`src/rtl/alu_pipe.sv`:
```
// Pipelined CCU ALU: valid/ready operand intake, registered held result, optional
// iterative multiply/divide (ops 8/9) enabled by defining ALU_PIPE_MULDIV_EN.
module alu_pipe #(
  parameter int WIDTH = 8,
  parameter int CNT_W = $clog2(WIDTH) + 1
) (
  input  logic             clk,
  input  logic             rst,
  input  logic             in_valid,
  output logic             in_ready,
  input  logic [WIDTH-1:0] a,
  input  logic [WIDTH-1:0] b,
  input  logic [3:0]       op,
  output logic             out_valid,
  input  logic             out_ready,
  output logic [WIDTH-1:0] r,
  output logic [3:0]       cc,
  output logic             write_enable,
  output logic             err
);

`ifdef ALU_PIPE_MULDIV_EN
  typedef enum logic [1:0] {IDLE, ITER, HOLD} state_e;
`else
  typedef enum logic {IDLE, HOLD} state_e;
`endif

  state_e           state_q, state_d;
  logic             out_valid_q, out_valid_d;
  logic [WIDTH-1:0] r_q, r_d;
  logic [3:0]       cc_q, cc_d;
  logic             err_q, err_d;
  logic             accept;
  logic [WIDTH-1:0] sc_r;
  logic [3:0]       sc_cc;
  logic             sc_err;

`ifdef ALU_PIPE_MULDIV_EN
  // acc: product accumulator (mul) or partial remainder (div);
  // opnd: shifted multiplicand or divisor; shf: multiplier or dividend/quotient.
  logic [CNT_W-1:0] cnt_q, cnt_d;
  logic [WIDTH-1:0] acc_q, acc_d, opnd_q, opnd_d, shf_q, shf_d;
  logic             div_q, div_d;
  logic [WIDTH-1:0] acc_nx, opnd_nx, shf_nx, it_res;
  logic [WIDTH:0]   rem_sh;
  logic             start_iter;

  assign start_iter = (op == 4'd8) || (op == 4'd9);

  always_comb begin
    rem_sh  = {acc_q, shf_q[WIDTH-1]};
    acc_nx  = acc_q;
    opnd_nx = opnd_q;
    shf_nx  = shf_q;
    if (div_q) begin
      if (rem_sh >= {1'b0, opnd_q}) begin
        acc_nx = WIDTH'(rem_sh - {1'b0, opnd_q});
        shf_nx = {shf_q[WIDTH-2:0], 1'b1};
      end else begin
        acc_nx = WIDTH'(rem_sh);
        shf_nx = {shf_q[WIDTH-2:0], 1'b0};
      end
    end else begin
      acc_nx  = shf_q[0] ? acc_q + opnd_q : acc_q;
      shf_nx  = {1'b0, shf_q[WIDTH-1:1]};
      opnd_nx = {opnd_q[WIDTH-2:0], 1'b0};
    end
    it_res = div_q ? shf_nx : acc_nx;
  end
`endif

  assign in_ready     = ~rst & ((state_q == IDLE) | ((state_q == HOLD) & out_ready));
  assign accept       = in_valid & in_ready;
  assign out_valid    = out_valid_q;
  assign r            = r_q;
  assign cc           = cc_q;
  assign err          = err_q;
  assign write_enable = out_valid_q & ~err_q;

  always_comb begin
    sc_r   = '0;
    sc_cc  = '0;
    sc_err = 1'b0;
    case (op)
      4'd0: begin sc_r = a + b;                      sc_cc[0] = 1'b1; end
      4'd1: begin sc_r = a - b;                      sc_cc[0] = 1'b1; end
      4'd2: begin sc_r = {a[WIDTH-2:0], 1'b0};       sc_cc[0] = 1'b1; end
      4'd3: begin sc_r = {1'b0, a[WIDTH-1:1]};       sc_cc[0] = 1'b1; end
      4'd4: sc_r = a;
      4'd5: sc_r = b;
      4'd6: if (a >= b) begin sc_r = a; sc_cc[2] = 1'b1; end
            else        begin sc_r = b; sc_cc[3] = 1'b1; end
      4'd7: if (a < b)  begin sc_r = a; sc_cc[3] = 1'b1; end
            else        begin sc_r = b; sc_cc[2] = 1'b1; end
      default: sc_err = 1'b1;
    endcase
    sc_cc[1] = sc_cc[0] & (sc_r == '0);
  end

  always_comb begin
    state_d     = state_q;
    out_valid_d = out_valid_q;
    r_d         = r_q;
    cc_d        = cc_q;
    err_d       = err_q;
`ifdef ALU_PIPE_MULDIV_EN
    cnt_d  = cnt_q;
    acc_d  = acc_q;
    opnd_d = opnd_q;
    shf_d  = shf_q;
    div_d  = div_q;
`endif
    if ((state_q == HOLD) && out_ready) begin
      state_d     = IDLE;
      out_valid_d = 1'b0;
    end
    if (accept) begin
      state_d     = HOLD;
      out_valid_d = 1'b1;
      r_d         = sc_r;
      cc_d        = sc_cc;
      err_d       = sc_err;
`ifdef ALU_PIPE_MULDIV_EN
      if (start_iter) begin
        state_d     = ITER;
        out_valid_d = 1'b0;
        cnt_d       = '0;
        acc_d       = '0;
        opnd_d      = b;
        shf_d       = a;
        div_d       = op[0];
      end
`endif
    end
`ifdef ALU_PIPE_MULDIV_EN
    if (state_q == ITER) begin
      cnt_d  = cnt_q + CNT_W'(1);
      acc_d  = acc_nx;
      opnd_d = opnd_nx;
      shf_d  = shf_nx;
      if (cnt_q == CNT_W'(WIDTH - 1)) begin
        state_d     = HOLD;
        out_valid_d = 1'b1;
        cnt_d       = '0;
        if (div_q && (opnd_q == '0)) begin
          r_d   = '1;
          cc_d  = '0;
          err_d = 1'b1;
        end else begin
          r_d   = it_res;
          cc_d  = {2'b00, (it_res == '0), 1'b1};
          err_d = 1'b0;
        end
      end
    end
`endif
  end

  always_ff @(posedge clk) begin
    if (rst) begin
      state_q     <= IDLE;
      out_valid_q <= 1'b0;
      r_q         <= '0;
      cc_q        <= '0;
      err_q       <= 1'b0;
`ifdef ALU_PIPE_MULDIV_EN
      cnt_q  <= '0;
      acc_q  <= '0;
      opnd_q <= '0;
      shf_q  <= '0;
      div_q  <= 1'b0;
`endif
    end else begin
      state_q     <= state_d;
      out_valid_q <= out_valid_d;
      r_q         <= r_d;
      cc_q        <= cc_d;
      err_q       <= err_d;
`ifdef ALU_PIPE_MULDIV_EN
      cnt_q  <= cnt_d;
      acc_q  <= acc_d;
      opnd_q <= opnd_d;
      shf_q  <= shf_d;
      div_q  <= div_d;
`endif
    end
  end

endmodule
```
`config.mk`:
```
export PLATFORM = sky130hd
export DESIGN_NAME = alu_pipe
export DESIGN_NICKNAME = d
export VERILOG_FILES = /design/src/rtl/alu_pipe.sv
export SDC_FILE = /design/constraint.sdc
export NUM_CORES = 1
export LEC_CHECK = 0
export ABC_AREA = 1
export CAP_MARGIN = 20
export CORE_UTILIZATION = 52
export CTS_CLUSTER_SIZE = 25
export DETAILED_ROUTE_END_ITERATION = 12
export GPL_ROUTABILITY_DRIVEN = 0
export HOLD_SLACK_MARGIN = 0.15
export PLACE_DENSITY = 0.81
export SLEW_MARGIN = 40
export SYNTH_ARGS = -nofsm -noshare
export SYNTH_HDL_FRONTEND = slang
export SYNTH_SLANG_ARGS = --single-unit
```
`constraint.sdc`:
```
create_clock -name clk -period 2.9 [get_ports clk]
set_input_delay 0.58 -clock clk [delete_from_list [all_inputs] [get_ports clk]]
set_output_delay 0.58 -clock clk [all_outputs]
set_load 0.05 [all_outputs]
```
---- Word level (Yosys, flattened, before mapping) ----
Cells that the tools add are included.
word-level totals
  word-level logic and storage cells ...... 42
  bits in registers ....................... 14
  bits of input ports ..................... 24
operators by class
  magnitude comparators ................... 2
  muxes and demuxes ....................... 12
  equality and inequality tests ........... 7
  reductions and logical operators ........ 6
  $add $sub $neg .......................... 2
  bitwise logic cells ..................... 9
operator list
  operator                                       number
  case mux 8 bit (8 select lines)                1
  == test 4 x 3 -> 1 bit, second input constant  4
  2-to-1 mux 8 bit                               2
  adder 8 bit                                    1
  == test 4 x 2 -> 1 bit, second input constant  2
  >= comparator 8 bit                            1
  logical NOT 8 bit                              1
  < comparator 8 bit                             1
  2-to-1 mux 1 bit                               8
  OR reduction 8 bit                             1
  subtractor 8 bit                               1
  bitwise AND 1 bit                              5
  == test 4 x 1 -> 1 bit, second input constant  1
  logical NOT 4 bit                              1
  case mux 2 bit (2 select lines)                1
  OR reduction 4 bit                             1
  NOT 1 bit                                      3
  nonzero test 2 bit                             1
  logical AND 1 bit                              1
  OR 1 bit                                       1

---- Depth between registers and ports, before layout ----
  depth in word-level cells ............... 5
  mapped depth ............................ 17
  depth with buffers taken out ............ 17

---- Worst setup path after synthesis ----
OpenSTA, ideal clock, no wires.
  path kind ............................... input-to-reg
  start ................................... in a[0]
  end ..................................... reg cc_q[1], in the netlist cc[1]
  buffers on the path ..................... 1
  data required time ...................... 2.834 ns
  setup slack ............................. 0.425 ns
  setup time .............................. 0.066 ns
  data arrival time ....................... 2.409 ns
  stages on the path ...................... 17
  path through ............................ inv_1 ha_1 fa_1 inv_1 nand2_1 nand2_1 nand3_4 nand3_2 buf_6 nand2_2 nand3_1 nand3b_1 nor2_1 nand2_1 nor2_1 nand3_1 a21oi_2
on the way
  cells in the longest elaborated chain, start to end .. 5
ends and longest elaborated chain
  what                                                              line    source
  start: declaration                                                11      input logic [WIDTH-1:0] a,
  < comparator 8 bit / >= comparator 8 bit (equally long branches)  93, 91
  2-to-1 mux 8 bit, on equally long branches                        93, 91
  case mux 8 bit (8 select lines) (*)                               84      case (op)
  logical NOT 8 bit (*)                                             97      sc_cc[1] = sc_cc[0] & (sc_r == '0);
  bitwise AND 1 bit (*)                                             97
  end signal: assignment                                            164     cc_q <= '0;
  end signal: assignment                                            177     cc_q <= cc_d;
  end: declaration                                                  31      logic [3:0] cc_q, cc_d;
Every way passes the cells marked *; elsewhere a longest branch is shown, timed or not.
A chain may end at the register's enable or synchronous reset.

---- Worst setup path after layout ----
  start ................................... in b[7]
  end ..................................... reg cc_q[1], in the netlist cc[1]
on the way
  cells in the longest elaborated chain, start to end .. 5
ends and longest elaborated chain
  what                                                              line    source
  start: declaration                                                12      input logic [WIDTH-1:0] b,
  < comparator 8 bit / >= comparator 8 bit (equally long branches)  93, 91
  2-to-1 mux 8 bit, on equally long branches                        93, 91
  case mux 8 bit (8 select lines) (*)                               84
  logical NOT 8 bit (*)                                             97
  bitwise AND 1 bit (*)                                             97
Marks and branches as above.

==> results.cfg <==
[floorplanning]
fp.dieW_um = 63.1
rows = 21
dieHeight_um = 63.1
io_pins = 40
initial_core_util_pct = 56.0
core_area_um2 = 3470
die_area_um2 = 3990

[sta]
fin_crit_sh_pct = 96.1
fin_crit_ns = 2.79
fmax_mhz = 359
slew_viol_final = 0
tightest_slew_ns = 0.549
hold_viol_final = 0
setup_slack_ns = 0.114
slew_headroom_pct = 63.3
finClkSkew_ns = 0.00240
setup_viol = 0

[setup_path]
worstPathArrival_ns = 2.96
critPathMaxFanout = 5
start_kind = input port
crit_path_end_kind = register
required_ns = 3.08
crit_type = input port to register

[detailed_routing]
via_per_inst = 5.65
wirelength_um = 6320
route.detailed.wl_per_inst_um = 14.2
via_count = 2515
drc = 0
drt_pass1_iterations = 5
ant_nets = 0
drtIter0Drc = 265

[final_layout]
stdcell_count = 445
drive_gt1_share_pct = 20.1
areaGrowthSynthToFinish_pct = 42.9
multi_input_area_um2 = 1470
diodes = 0
regArea_um2 = 280
nFillCells = 271
nets = 442

[place]
io_buffers = 39
dp_hpwl_um = 4860
dp_cells = 436
post-place-ws_ns = -0.337

[power]
clkPwrFrac_pct = 18.8
power_density_nw_per_um2 = 303
netSwitchingPower_mw = 0.347
p_seq_share_pct = 25.0
p_sw_share_pct = 41.3
leakagePower_nw = 1.36
vdd_ir_drop_max_mv = 0.261
p_int_mw = 0.494
pwr-share-comb_pct = 56.2

[yosys]
yosysTopAreaCell = dfxtp_1
synth_common_cells = 65 x nand2_1, 49 x inv_1, 47 x nand3_1, 30 x nor2_1
synth_cell_types = 37
synth_warnings = 0
synth_most_common_cell = nand2_1
synth_edf_count = 0
syn_avg_cell_area_um2 = 6.13
syn_inst = 317
syn_area_um2 = 1940
synth_area_leaders = dfxtp_1 14%, nand2_1 13%, nand3_1 12%
syn_nets = 358
yosys.area.top_type_share_pct = 14.4
yosys_register_bits = 14
synth-async-reset-ratio_pct = 0
ys_seq_area_share_pct = 14.4
synthFlopType = dfxtp_1

[clocking]
clock-sinks = 14
cts_tree = yes
clk_latency_ns = 0.24
cts_root_buffer = clkbuf_8
cts.clk_slew.worst_paths_ns = 0.06
htreeDepth = 1
clk_path_buf_depth = 2
ctsHoldBuffers = 0
numCtsBuffers = 3

[flow_run]
cap_violations = 0

[global_route]
grt_overflow = 0
grt_pass1_wl_um = 10400
grt_pass1_vias = 2399
grt_util_met3_pct = 6.52
antenna_found_initial = 0
globalRoute.busiestLayer = met2
grtUsageMet2_pct = 56.2
met1_usage_pct = 38.9
grt_max_degree = 15
grt_use_total_pct = 31.9

[worst_hold_path]
worstHoldPathType = register to register

[run_status]
status = finished clean
critical path, cell delays in order:
cell and delay [ns]:
clkdlybuf4s50_1 0.50, inv_1 0.06, ha_1 0.33, nand2_2 0.07
buf_4 0.15, nor2_4 0.13, nand3_4 0.18, nand3_2 0.17
nand2_1 0.06, o21ai_0 0.10, o21ai_1 0.10, nor2_2 0.12
nand2_1 0.08, nor2_1 0.11, nand3_1 0.09, a21oi_2 0.13
state kept, by name (all words and copies together) (netlist names):
name and count:
out_valid 1, err 1, r 8, cc 4
power groups by stage:
stage / Combinational, mW / Sequential (mW) / Clock (mW)
CTS: 0.447 / 0.211 / 0.159
global route: 0.517 / 0.211 / 0.171
global placement: 0.427 / 0.214 / 0
detailed placement: 0.438 / 0.215 / 0
floorplan: 0.229 / 0.253 / 0
finish: 0.473 / 0.211 / 0.158
per-layer routing:
metal	vias to the layer above	wire (µm)	part of all wire, %
met1	1134	2670	42
met3	28	431	6.8
met4	0	164	2.6
li1	1236	-	-
met5	-	0	0
met2	117	3060	48
final timing paths:
check	start	endpoint	slack [ns]	depth (start not counted)
hold / removal	cc[0]$_SDFFE_PP0P_	cc[0]$_SDFFE_PP0P_	0.47	2
hold reg to reg	cc[0]$_SDFFE_PP0P_	cc[0]$_SDFFE_PP0P_	0.47	2
setup reg to reg	out_valid$_SDFFE_PP0P_	cc[1]$_SDFFE_PP0P_	1.39	9
setup / recovery	b[7]	cc[1]$_SDFFE_PP0P_	0.11	16
cells in the final DEF (no fill, tap or decap), types with 2 or more instances in the layout:
master,instances
a21oi_1,8
buf_4,47
clkbuf_8,3
clkdlybuf4s50_1,35
dfxtp_1,14
dlymetal6s2s_1,3
fa_1,2
ha_1,13
ha_2,2
inv_1,48
inv_2,2
nand2_1,64
nand2_2,7
nand2_4,3
nand3_1,47
nand3_4,2
nand3b_1,6
nand4_1,10
nor2_1,26
nor2_2,7
nor3_1,2
o2111ai_1,3
o211ai_1,5
o21ai_0,15
o22ai_1,10
cell type report:
| cell class | count | share of cell area (%) |
|---|---|---|
| Multi-Input combinational cell | 247 | 52.9 |
| Timing Repair Buffer | 85 | 26.7 |
| Sequential cell | 14 | 10.1 |
| Inverter | 50 | 6.76 |
| Tap cell | 46 | 2.07 |
| Clock buffer | 3 | 1.49 |
kinds of logic (layout without fill, tap and decap cells):
kind of cell | after synthesis | after routing | share of synthesized area, %
and+or+nand+nor | 178 | 180 | 44.3
buffers and inverters | 58 | 138 | 12.7
AOI/OAI and AO/OA | 49 | 49 | 16.4
adders and majority gates | 17 | 17 | 11.7
DFF | 14 | 14 | 14.4
xor gates and xnor gates | 1 | 1 | 0.451
through the flow:
step | util, % | cell area (µm²) | hold WS [ns] | setup TNS [ns] | power, mW
2_1_floorplan | - | 1940 | 0.642 | 0 | 0.481
3_3_place_gp | 76.2 | 2640 | 0.456 | -0.414 | 0.641
3_5_place_dp | 76.2 | 2640 | 0.459 | -1.51 | 0.652
4_1_cts | 78.3 | 2720 | 0.467 | 0 | 0.817
5_1_grt | 80.1 | 2780 | 0.497 | -0.0112 | 0.898
6_report | 80.1 | 2780 | 0.466 | 0 | 0.842
what timing repair did:
| action | 4_1_cts | 5_1_grt |
|---|---|---|
| gates resized for setup | 4 | 9 |
| pin swaps | 1 | 8 |
| endpoints found under the setup margin | 1 | 6 |
| setup buffers | 0 | 4 |
| cloned | 1 | 1 |
Note: power is estimated with default switching activity, not from simulation.
